`src/rtl/microwave_controller_if.sv`:
```
// Signal bundle between the microwave controller and its panel/timer.
// POWER_LEVEL_EN adds the power_sel input.
interface microwave_controller_if;
  logic       tick_1hz;
  logic       btn_start;
  logic       btn_stop;
  logic       btn_add_min;
  logic       btn_add_sec;
  logic       door_open;
  logic       tmr_end;
  logic       tmr_load;
  logic       tmr_run;
  logic [5:0] tmr_min;
  logic [5:0] tmr_sec;
  logic       magnetron;
  logic       lamp;
  logic       beep;
  logic [2:0] state;
`ifdef POWER_LEVEL_EN
  logic [1:0] power_sel;
`endif

  modport master (
    input  tick_1hz, btn_start, btn_stop, btn_add_min, btn_add_sec, door_open, tmr_end,
`ifdef POWER_LEVEL_EN
    input  power_sel,
`endif
    output tmr_load, tmr_run, tmr_min, tmr_sec, magnetron, lamp, beep, state
  );

  modport slave (
    output tick_1hz, btn_start, btn_stop, btn_add_min, btn_add_sec, door_open, tmr_end,
`ifdef POWER_LEVEL_EN
    output power_sel,
`endif
    input  tmr_load, tmr_run, tmr_min, tmr_sec, magnetron, lamp, beep, state
  );
endinterface

```
`src/rtl/microwave_controller.sv`:
```
// Microwave oven sequencing FSM with registered outputs.
// Optional POWER_LEVEL_EN: magnetron duty cycle over a 4-tick window.
//   state | meaning
//   IDLE  | preset 0:00, waiting for time entry
//   SET   | preset being edited, waiting for start
//   COOK  | timer running, heating
//   PAUSE | door opened or stop pressed while cooking
//   DONE  | timer expired, beeping for 3 ticks
module microwave_controller (
  input logic                     clk,
  input logic                     rst_n,
  microwave_controller_if.master  bus
);

  typedef enum logic [2:0] {
    IDLE  = 3'd0,
    SET   = 3'd1,
    COOK  = 3'd2,
    PAUSE = 3'd3,
    DONE  = 3'd4
  } state_t;

  state_t     state_q, state_d;
  logic [5:0] min_q, min_d, sec_q, sec_d;
  logic [1:0] beep_cnt_q, beep_cnt_d;
  logic [1:0] phase_q, phase_d;
  logic       load_q, load_d, run_q, run_d, mag_q, mag_d, lamp_q, lamp_d, beep_q, beep_d;
  logic       preset_zero;

  assign preset_zero = (min_q == 6'd0) && (sec_q == 6'd0);

  always_comb begin
    state_d    = state_q;
    min_d      = min_q;
    sec_d      = sec_q;
    beep_cnt_d = beep_cnt_q;
    phase_d    = phase_q;
    load_d     = 1'b0;
    case (state_q)
      IDLE, SET: begin
        if (state_q == SET && bus.btn_stop) begin
          min_d   = 6'd0;
          sec_d   = 6'd0;
          state_d = IDLE;
        end else if (state_q == SET && bus.btn_start && !bus.door_open && !preset_zero) begin
          load_d  = 1'b1;
          phase_d = 2'd0;
          state_d = COOK;
        end else if (bus.btn_add_min) begin
          if (min_q != 6'd59) min_d = min_q + 6'd1;
          state_d = SET;
        end else if (bus.btn_add_sec) begin
          // At 59:59 the press is swallowed; otherwise seconds wrap with a minute carry.
          if (sec_q != 6'd59) begin
            sec_d = sec_q + 6'd1;
          end else if (min_q != 6'd59) begin
            sec_d = 6'd0;
            min_d = min_q + 6'd1;
          end
          state_d = SET;
        end
      end
      COOK: begin
        if (bus.tmr_end) begin
          beep_cnt_d = 2'd2;
          state_d    = DONE;
        end else if (bus.door_open || bus.btn_stop) begin
          state_d = PAUSE;
        end else if (bus.tick_1hz) begin
          phase_d = phase_q + 2'd1;
        end
      end
      PAUSE: begin
        if (bus.btn_stop) begin
          min_d   = 6'd0;
          sec_d   = 6'd0;
          load_d  = 1'b1;
          state_d = IDLE;
        end else if (bus.btn_start && !bus.door_open) begin
          phase_d = 2'd0;
          state_d = COOK;
        end
      end
      DONE: begin
        // Down-counter loaded with 2; the tick seen at terminal count is the third.
        if (bus.door_open || bus.btn_stop || (bus.tick_1hz && beep_cnt_q == 2'd0)) begin
          min_d      = 6'd0;
          sec_d      = 6'd0;
          beep_cnt_d = 2'd0;
          state_d    = IDLE;
        end else if (bus.tick_1hz) begin
          beep_cnt_d = beep_cnt_q - 2'd1;
        end
      end
      default: state_d = IDLE;
    endcase

    run_d  = (state_d == COOK);
    lamp_d = (state_d == COOK) || bus.door_open;
    beep_d = (state_d == DONE);
`ifdef POWER_LEVEL_EN
    // On-count is 4 - power_sel, so on while phase <= ~power_sel.
    mag_d  = (state_d == COOK) && (phase_d <= ~bus.power_sel);
`else
    mag_d  = (state_d == COOK);
`endif
  end

  always_ff @(posedge clk or negedge rst_n) begin
    if (!rst_n) begin
      state_q    <= IDLE;
      min_q      <= 6'd0;
      sec_q      <= 6'd0;
      beep_cnt_q <= 2'd0;
      phase_q    <= 2'd0;
      load_q     <= 1'b0;
      run_q      <= 1'b0;
      mag_q      <= 1'b0;
      lamp_q     <= 1'b0;
      beep_q     <= 1'b0;
    end else begin
      state_q    <= state_d;
      min_q      <= min_d;
      sec_q      <= sec_d;
      beep_cnt_q <= beep_cnt_d;
      phase_q    <= phase_d;
      load_q     <= load_d;
      run_q      <= run_d;
      mag_q      <= mag_d;
      lamp_q     <= lamp_d;
      beep_q     <= beep_d;
    end
  end

  assign bus.state     = state_q;
  assign bus.tmr_min   = min_q;
  assign bus.tmr_sec   = sec_q;
  assign bus.tmr_load  = load_q;
  assign bus.tmr_run   = run_q;
  assign bus.magnetron = mag_q;
  assign bus.lamp      = lamp_q;
  assign bus.beep      = beep_q;

endmodule

```
`src/flat_wrapper.sv`:
```
// flat-port wrapper written by rule: the top's interface ports become plain ports
module microwave_controller_flat 
  (clk, rst_n, bus_tick_1hz, bus_btn_start, bus_btn_stop, bus_btn_add_min, bus_btn_add_sec, bus_door_open, bus_tmr_end, bus_tmr_load, bus_tmr_run, bus_tmr_min, bus_tmr_sec, bus_magnetron, bus_lamp, bus_beep, bus_state);
  microwave_controller_if bus_i ();
  input logic clk;
  input logic rst_n;
  input wire logic [$bits(bus_i.tick_1hz)-1:0] bus_tick_1hz;
  input wire logic [$bits(bus_i.btn_start)-1:0] bus_btn_start;
  input wire logic [$bits(bus_i.btn_stop)-1:0] bus_btn_stop;
  input wire logic [$bits(bus_i.btn_add_min)-1:0] bus_btn_add_min;
  input wire logic [$bits(bus_i.btn_add_sec)-1:0] bus_btn_add_sec;
  input wire logic [$bits(bus_i.door_open)-1:0] bus_door_open;
  input wire logic [$bits(bus_i.tmr_end)-1:0] bus_tmr_end;
  output wire logic [$bits(bus_i.tmr_load)-1:0] bus_tmr_load;
  output wire logic [$bits(bus_i.tmr_run)-1:0] bus_tmr_run;
  output wire logic [$bits(bus_i.tmr_min)-1:0] bus_tmr_min;
  output wire logic [$bits(bus_i.tmr_sec)-1:0] bus_tmr_sec;
  output wire logic [$bits(bus_i.magnetron)-1:0] bus_magnetron;
  output wire logic [$bits(bus_i.lamp)-1:0] bus_lamp;
  output wire logic [$bits(bus_i.beep)-1:0] bus_beep;
  output wire logic [$bits(bus_i.state)-1:0] bus_state;
  assign bus_i.tick_1hz = bus_tick_1hz;
  assign bus_i.btn_start = bus_btn_start;
  assign bus_i.btn_stop = bus_btn_stop;
  assign bus_i.btn_add_min = bus_btn_add_min;
  assign bus_i.btn_add_sec = bus_btn_add_sec;
  assign bus_i.door_open = bus_door_open;
  assign bus_i.tmr_end = bus_tmr_end;
  assign bus_tmr_load = bus_i.tmr_load;
  assign bus_tmr_run = bus_i.tmr_run;
  assign bus_tmr_min = bus_i.tmr_min;
  assign bus_tmr_sec = bus_i.tmr_sec;
  assign bus_magnetron = bus_i.magnetron;
  assign bus_lamp = bus_i.lamp;
  assign bus_beep = bus_i.beep;
  assign bus_state = bus_i.state;
  microwave_controller u_core (.clk(clk), .rst_n(rst_n), .bus(bus_i));
endmodule
```
`config.mk`:
```
export PLATFORM = sky130hd
export DESIGN_NAME = microwave_controller_flat
export DESIGN_NICKNAME = d
export VERILOG_FILES = /design/src/rtl/microwave_controller_if.sv /design/src/rtl/microwave_controller.sv /design/src/flat_wrapper.sv
export SDC_FILE = /design/constraint.sdc
export NUM_CORES = 1
export LEC_CHECK = 0
export ABC_AREA = 1
export CORE_MARGIN = 2
export CORE_UTILIZATION = 45
export DETAILED_ROUTE_END_ITERATION = 10
export PLACE_DENSITY = 0.76
export REMOVE_ABC_BUFFERS = 1
export SYNTH_ARGS = -nofsm -noshare
export SYNTH_HDL_FRONTEND = slang
export SYNTH_SLANG_ARGS = --single-unit
```
`constraint.sdc`:
```
create_clock -name clk -period 2.7 [get_ports clk]
set_input_delay 0.27 -clock clk [delete_from_list [all_inputs] [get_ports clk]]
set_output_delay 0.27 -clock clk [all_outputs]
set_load 0.05 [all_outputs]
```
==> results.md, run 1 <==
* NumNets Final at ~250
* Die W at about 60 µm
* Worst path cell trace: clkdlybuf4s50_1
* Post-route ant nets at 0
* EDFF count, synth at 0
* Slowest-stage cell, CP: clkdlybuf4s50_1
* Power share of the clock group at 0.078
* Layout Utilization at 0.5833
* Status: completed
* WL/cell at between 10 and 15 µm
* Achievable Freq at 0.5265 GHz
* Final wirelength at 2854 µm
* Post-place setup slack at 0.8079 ns
* Number of buffers created by CTS at 3
* Rel. slew slack at 0.6703
* Routability cong. at approximately 0.87
* Met3 routed WL at 76 µm
* Top cells by area, synth: dfrtp_1, nand2_1, nand3_1
* Power per cell area at 1097 nW/µm²
* Finished Layout Cells at ~260
* Top-count cell post-synth: nand2_1
* Register area share after synthesis at 0.3743
* CTS tree: built
* Avg Cell Area, Syn at 7.055 µm²
* Hold violation count in the final report at 0
* Largest incremental delay on the critical path at between 0.8 and 0.9 ns
* Switch share at 0.5432
* Crit-path max FO at 6
* Port Buf Inserts at 28
* Worst setup margin at around 0.8 ns
* Fillers at about 310
* Final Instance Area at about 1800 µm²
* Initial DRC count at 46
* Io pins at 29
* Setup crit start kind: flop
* Share of cells above drive strength 1 at 0.09524
* Worst skew pair latency at slightly above 0.3 ns
* Async SR Flop Fraction at 1.000
* Worst Path Buf+Inv at 1
* Largest net degree at the start of global routing at 22
* Leak at 0.8590 nW
* Die ar. at approximately 3600 µm²
* Residual DRC count at 0
* # hold bufs at CTS at 0
* Least-Margin Pin Slew at slightly below 0.5 ns
* Initial antenna violation count at 0
* Syn Inst Count at 199
* Global-route wire length before repair at ~4800 µm
* Post-synth top flop: dfrtp_1
* Comb power frac at 0.651
* Crit path kind: reg -> out
* Total of max-cap violations at 0
* Fin crit period at approximately 1.9 ns
* Die Y at between 50 and 60 µm
* Max Used Layer: met4
* Worst R2R Setup Slack at 0.89 ns
* H-tree Lvls at 1
* FF+latch count, synth at 21
* Slew Limit Fails at 0
* Critical path arrival at between 1.5 and 2 ns
* Final Power at 1.922 mW
* Placement Cell Area at ~1700 µm²
* Gates resized, CTS repair at 0
* CTS root buf: clkbuf_4
* Reg clk slew, reported paths at around 0.11 ns
* RSZ-0062 raised after global routing: false
* Setup TNS at 0 ns
* Diode count at 0
* FF-to-FF Start: u_core.bus.tmr_sec[0]
* Initial Util at 0.4675
* Grt ovf at 0
* Net switching power at between 1 and 1.5 mW
* Placed Cells at 260
* Worst r2r path cells at 10
* Area of the core at approximately 3000 µm²
* DR vias/cell at a little over 5
* Internal power at 877.8 µW
* Post-route met1 wirelength at roughly 1400 µm
* VDD IR max at around 0.00062 V
* HP Class: in -> async
* Tcrit/Tclk final at 0.7035
* CP endpoint kind: primary output
* Hpwl dp at around 2200 µm
* Top cells by count, synth: nand2_1, inv_1, nand3_1
* Final hold slack at ~0.29 ns
* CTS Buffer Depth at 2
* RR Endpoint: u_core.bus.tmr_min[5]
* Worst EP required at between 2 and 2.5 ns
* Distinct cells, synth at 24
* Via count at around 1300
* Synthesized area at 1404 µm²
* Area leader, netlist: dfrtp_1
* Share of the synthesized area in the top cell type at 0.3743
* Synth Warn # at 0
* Gr usage total at 0.1773
* P&R area growth vs syn at 24.78%
* CP delay by family, top: buffers and inverters
* WL met2 at ~1300 µm
* Endpoints failing setup at 0
* Post-CTS setup buffers at 0
* Total iterations of the first detailed-routing run at 4
* Skew final at around 0.0076 ns
* FP Rows at 20
* Sequential share of power at 0.271
* Vias in the first global route at 1173
* Num Clock Sinks at 21
==> routing by layer <==
metal	global-route usage	vias up
met3	0.01948	5
met4	0.08254	0
met5	0	-
met1	0.2358	624
met2	0.2873	19
li1	-	689
==> power by group through the flow <==
stage | Sequential [mW] | Clock (mW) | Combinational, mW
2_1_floorplan | 0.809 | 0 | 0.632
3_3_place_gp | 0.527 | 0 | 1.25
3_5_place_dp | 0.526 | 0 | 1.25
4_1_cts | 0.521 | 0.154 | 1.26
5_1_grt | 0.539 | 0.167 | 1.38
6_report | 0.521 | 0.149 | 1.25
==> flip-flops by register name, summed over array words and instances, names as in the netlist <==
name / cells
u_core.beep_cnt_q: 2
u_core.bus.beep: 1
u_core.bus.lamp: 1
u_core.bus.state: 3
u_core.bus.tmr_load: 1
u_core.bus.tmr_min: 6
u_core.bus.tmr_run: 1
u_core.bus.tmr_sec: 6
==> layout by cell type, fill, tap and decap left out, types with 3 or more instances in the layout <==
cell type	Yosys	routed
a21oi_1	3	3
ha_1	5	5
clkbuf_4	0	3
o21ai_0	6	6
nand3_1	25	25
nor2_1	21	21
clkdlybuf4s50_1	0	28
nand2_2	4	4
nor2_2	5	5
dfrtp_1	21	21
nor3_1	5	5
nand2_1	56	56
inv_1	27	27
xor2_1	4	4
==> how the worst max path moves through the flow <==
stage                                 end             startpoint  slack [ns]  depth (start not counted)
finish                       bus_state[0]    u_core.bus.state[0]        0.80                          1
global route        u_core.bus.tmr_min[1]  u_core.bus.tmr_sec[0]        0.70                         10
CTS                        bus_tmr_min[4]  u_core.bus.tmr_min[4]        0.79                          1
detailed placement  u_core.bus.tmr_min[2]           bus_btn_stop        0.81                         10
global placement    u_core.bus.tmr_min[1]           bus_btn_stop        0.80                         10
floorplan           u_core.bus.tmr_min[4]  u_core.bus.tmr_sec[0]        0.78                         10
==> cell families after synthesis <==
family                     synth area share
AOI/OAI and AO/OA                   0.04367
DFF                                  0.3743
xor gates and xnor gates            0.03119
and+or+nand+nor                      0.4260
buffers and inverters               0.08022
adders and majority gates           0.04456
==> layout make-up <==
cell class	count	area (µm²)	share of cell area
Clock buffer	4	26.28	0.01500
Sequential cell	21	525.5	0.3000
Tap cell	33	41.29	0.02357
Timing Repair Buffer	29	287.8	0.1643
Multi-Input combinational cell	149	765.7	0.4371
Inverter	28	105.1	0.06000
Power figures use the tool's default switching activity.
==> inputs of run 2 (changes only) <==
==> constraint.sdc (replaced) <==
create_clock -name clk -period 1.9 [get_ports clk]
set_input_delay 0.19 -clock clk [delete_from_list [all_inputs] [get_ports clk]]
set_output_delay 0.19 -clock clk [all_outputs]
set_load 0.05 [all_outputs]
==> run 2 against run 1 <==
Global-route usage rose by 2.0 points. Utilization up 0.83 points. Sequential cell count unchanged. Non-clock buffer count up 3. Combinational power grew 48%. Hold slack worse by 0.079 ns. Total power up 46%. Clock-buffer cell count stayed put. Die area unchanged. Largest power group unchanged.
==> results.md, run 2 (synthesis gave the netlist of run 1 again) <==
* Power share of the clock group at 0.077 (was 0.078)
* DR vias/cell at 5.056 (was 5.064)
* Num Clock Sinks at 21 (unchanged)
* Skew final at 0.001866 ns (was 0.007575 ns)
* Die W at 59.86 µm (unchanged)
* NumNets Final at 249 (was 246)
* Switch share at 0.5421 (was 0.5432)
* Sequential share of power at 0.261 (was 0.271)
* Die ar. at 3583 µm² (unchanged)
* Area of the core at 3003 µm² (unchanged)
* Worst skew pair latency at 0.30 ns (was 0.31 ns)
* Number of buffers created by CTS at 3 (unchanged)
* Crit path kind: reg -> out (unchanged)
* CP endpoint kind: primary output (unchanged)
* Grt ovf at 0 (unchanged)
* Leak at 0.8738 nW (was 0.8590 nW)
* Total of max-cap violations at 0 (unchanged)
* Most common cell after layout, fill and taps aside: nand2_1 (unchanged)
* Worst path depth at 1 (unchanged)
* Die Y at 59.86 µm (unchanged)
* Worst path cell trace: clkdlybuf4s50_1 (unchanged)
* Comb power frac at 0.662 (was 0.651)
* Slew Limit Fails at 0 (unchanged)
* Hold violation count in the final report at 0 (unchanged)
* Post-route ant nets at 0 (unchanged)
* Initial DRC count at 38 (was 46)
* Net switching power at 1.516 mW (was 1.044 mW)
* Commonest non-fill, non-tap cells in the layout: nand2_1, clkdlybuf4s50_1, inv_1 (unchanged)
* Achievable Freq at around 0.54 GHz
* RSZ-0062 raised after global routing: false (unchanged)
* VDD IR max at 0.0008383 V (was 0.0006183 V)
* Io pins at 29 (unchanged)
* Fin crit period at around 1.8 ns
* Initial antenna violation count at 0 (unchanged)
* Share of cells above drive strength 1 at 0.1111 (was 0.09524)
* Crit-path max FO at 7 (was 6)
* Setup crit start kind: flop (unchanged)
* Routability cong. at 0.8193 (was 0.8719)
* Critical path arrival at 1.65 ns (was 1.63 ns)
* Power per cell area at 1574 nW/µm² (was 1097 nW/µm²)
* Internal power at 1.281 mW (was 877.8 µW)
* Vias in the first global route at 1265 (was 1173)
* Final hold slack at 0.2142 ns (was 0.2936 ns)
* CTS root buf: clkbuf_4 (unchanged)
* Gr usage total at 0.1971 (was 0.1773)
* P&R area growth vs syn at 26.56% (was 24.78%)
* Largest incremental delay on the critical path at 0.85 ns (was 0.84 ns)
* Status: completed (unchanged)
* Slowest-stage cell, CP: clkdlybuf4s50_1 (unchanged)
* Final wirelength at 3003 µm (was 2854 µm)
* Worst EP required at 1.71 ns (was 2.43 ns)
* Worst setup margin at 0.06287 ns (was 0.8006 ns)
* Least-Margin Pin Slew at 0.5147 ns (was 0.4930 ns)
* Placement Cell Area at 1748 µm² (was 1725 µm²)
* Worst r2r path cells at 10 (unchanged)
* Reg clk slew, reported paths at 0.11 ns (about the same)
* Via count at 1350 (was 1337)
* WL/cell at 11.25 µm (was 10.81 µm)
* Endpoints failing setup at 0 (unchanged)
* Diode count at 0 (unchanged)
* Initial Util at 0.4675 (unchanged)
* FP Rows at 20 (unchanged)
* H-tree Lvls at 1 (unchanged)
* Largest net degree at the start of global routing at 22 (unchanged)
* Residual DRC count at 0 (unchanged)
* Hpwl dp at 2310 µm (was 2229 µm)
* Rel. slew slack at 0.6558 (was 0.6703)
* CTS tree: built (unchanged)
* Final Instance Area at 1777 µm² (was 1752 µm²)
* Global-route wire length before repair at 5319 µm (was 4830 µm)
* Worst Path Buf+Inv at 1 (unchanged)
* Port Buf Inserts at 28 (unchanged)
* HP Class: in -> async (unchanged)
* Tcrit/Tclk final at 0.9669
* CTS Buffer Depth at 2 (unchanged)
* Post-place setup slack at 0.07255 ns (was 0.8079 ns)
* Total iterations of the first detailed-routing run at 4 (unchanged)
* CP delay by family, top: buffers and inverters (unchanged)
==> run 2: changes by cell type in the layout (fill, tap and decap cells not counted), sizes merged <==
cell | previous run | this run
buf | 1 | 4
==> run 2: path summary, 6_finish.rpt <==
path | startpoint | endpoint | slack, ns
min reg2reg | u_core.beep_cnt_q[1] | u_core.beep_cnt_q[1] | 0.54
max | u_core.bus.tmr_min[4] | bus_tmr_min[4] | 0.06
max in group asynchronous | rst_n | u_core.bus.tmr_min[2] | 1.47
min | rst_n | u_core.bus.tmr_run | 0.21
min in group clk | bus_tmr_end | u_core.bus.state[2] | 0.50
max reg2reg | u_core.bus.tmr_sec[1] | u_core.bus.tmr_min[1] | 0.19
==> run 2: metal layers <==
layer | GRT usage | part of all wire | vias to the layer above
met2 | 0.3416 | 0.49 | 19
met1 | 0.2507 | 0.47 | 630
met3 | 0.01948 | 0.022 | 5
li1 | - | - | 696
met5 | 0 | 0 | -
met4 | 0.07619 | 0.017 | 0
==> run 2: final cells by class <==
type | count | area [µm²]
tap | 33 | 41.29
sequential | 21 | 525.5
multi-input combinational | 149 | 768.2
inverter | 28 | 105.1
timing repair buffer | 32 | 310.3
fill | 295 | 1226
clock buffer | 4 | 26.28
==> run 2: what timing repair did <==
| item | in CTS | in global routing |
|---|---|---|
| buffers inserted | 0 | 0 |
| resized for setup | 0 | 1 |
| endpoints found under the setup margin | 0 | 6 |
| hold buffers | 0 | 0 |
==> run 2: power groups by stage <==
stage,clock network (mW),logic (mW),registers (mW)
detailed placement,0,1.84,0.737
floorplan,0,0.898,1.15
global route,0.236,2.06,0.751
finish,0.216,1.85,0.730
CTS,0.221,1.86,0.730
global placement,0,1.83,0.737
==> run 2: stage by stage <==
stage	TNS (ns)	instances	utilization	total power, mW
floorplan	-0.09478	198	-	2.048
global placement	0	263	0.5821	2.567
detailed placement	0	263	0.5821	2.579
CTS	0	267	0.5908	2.809
global route	0	267	0.5917	3.043
finish	0	267	0.5917	2.797
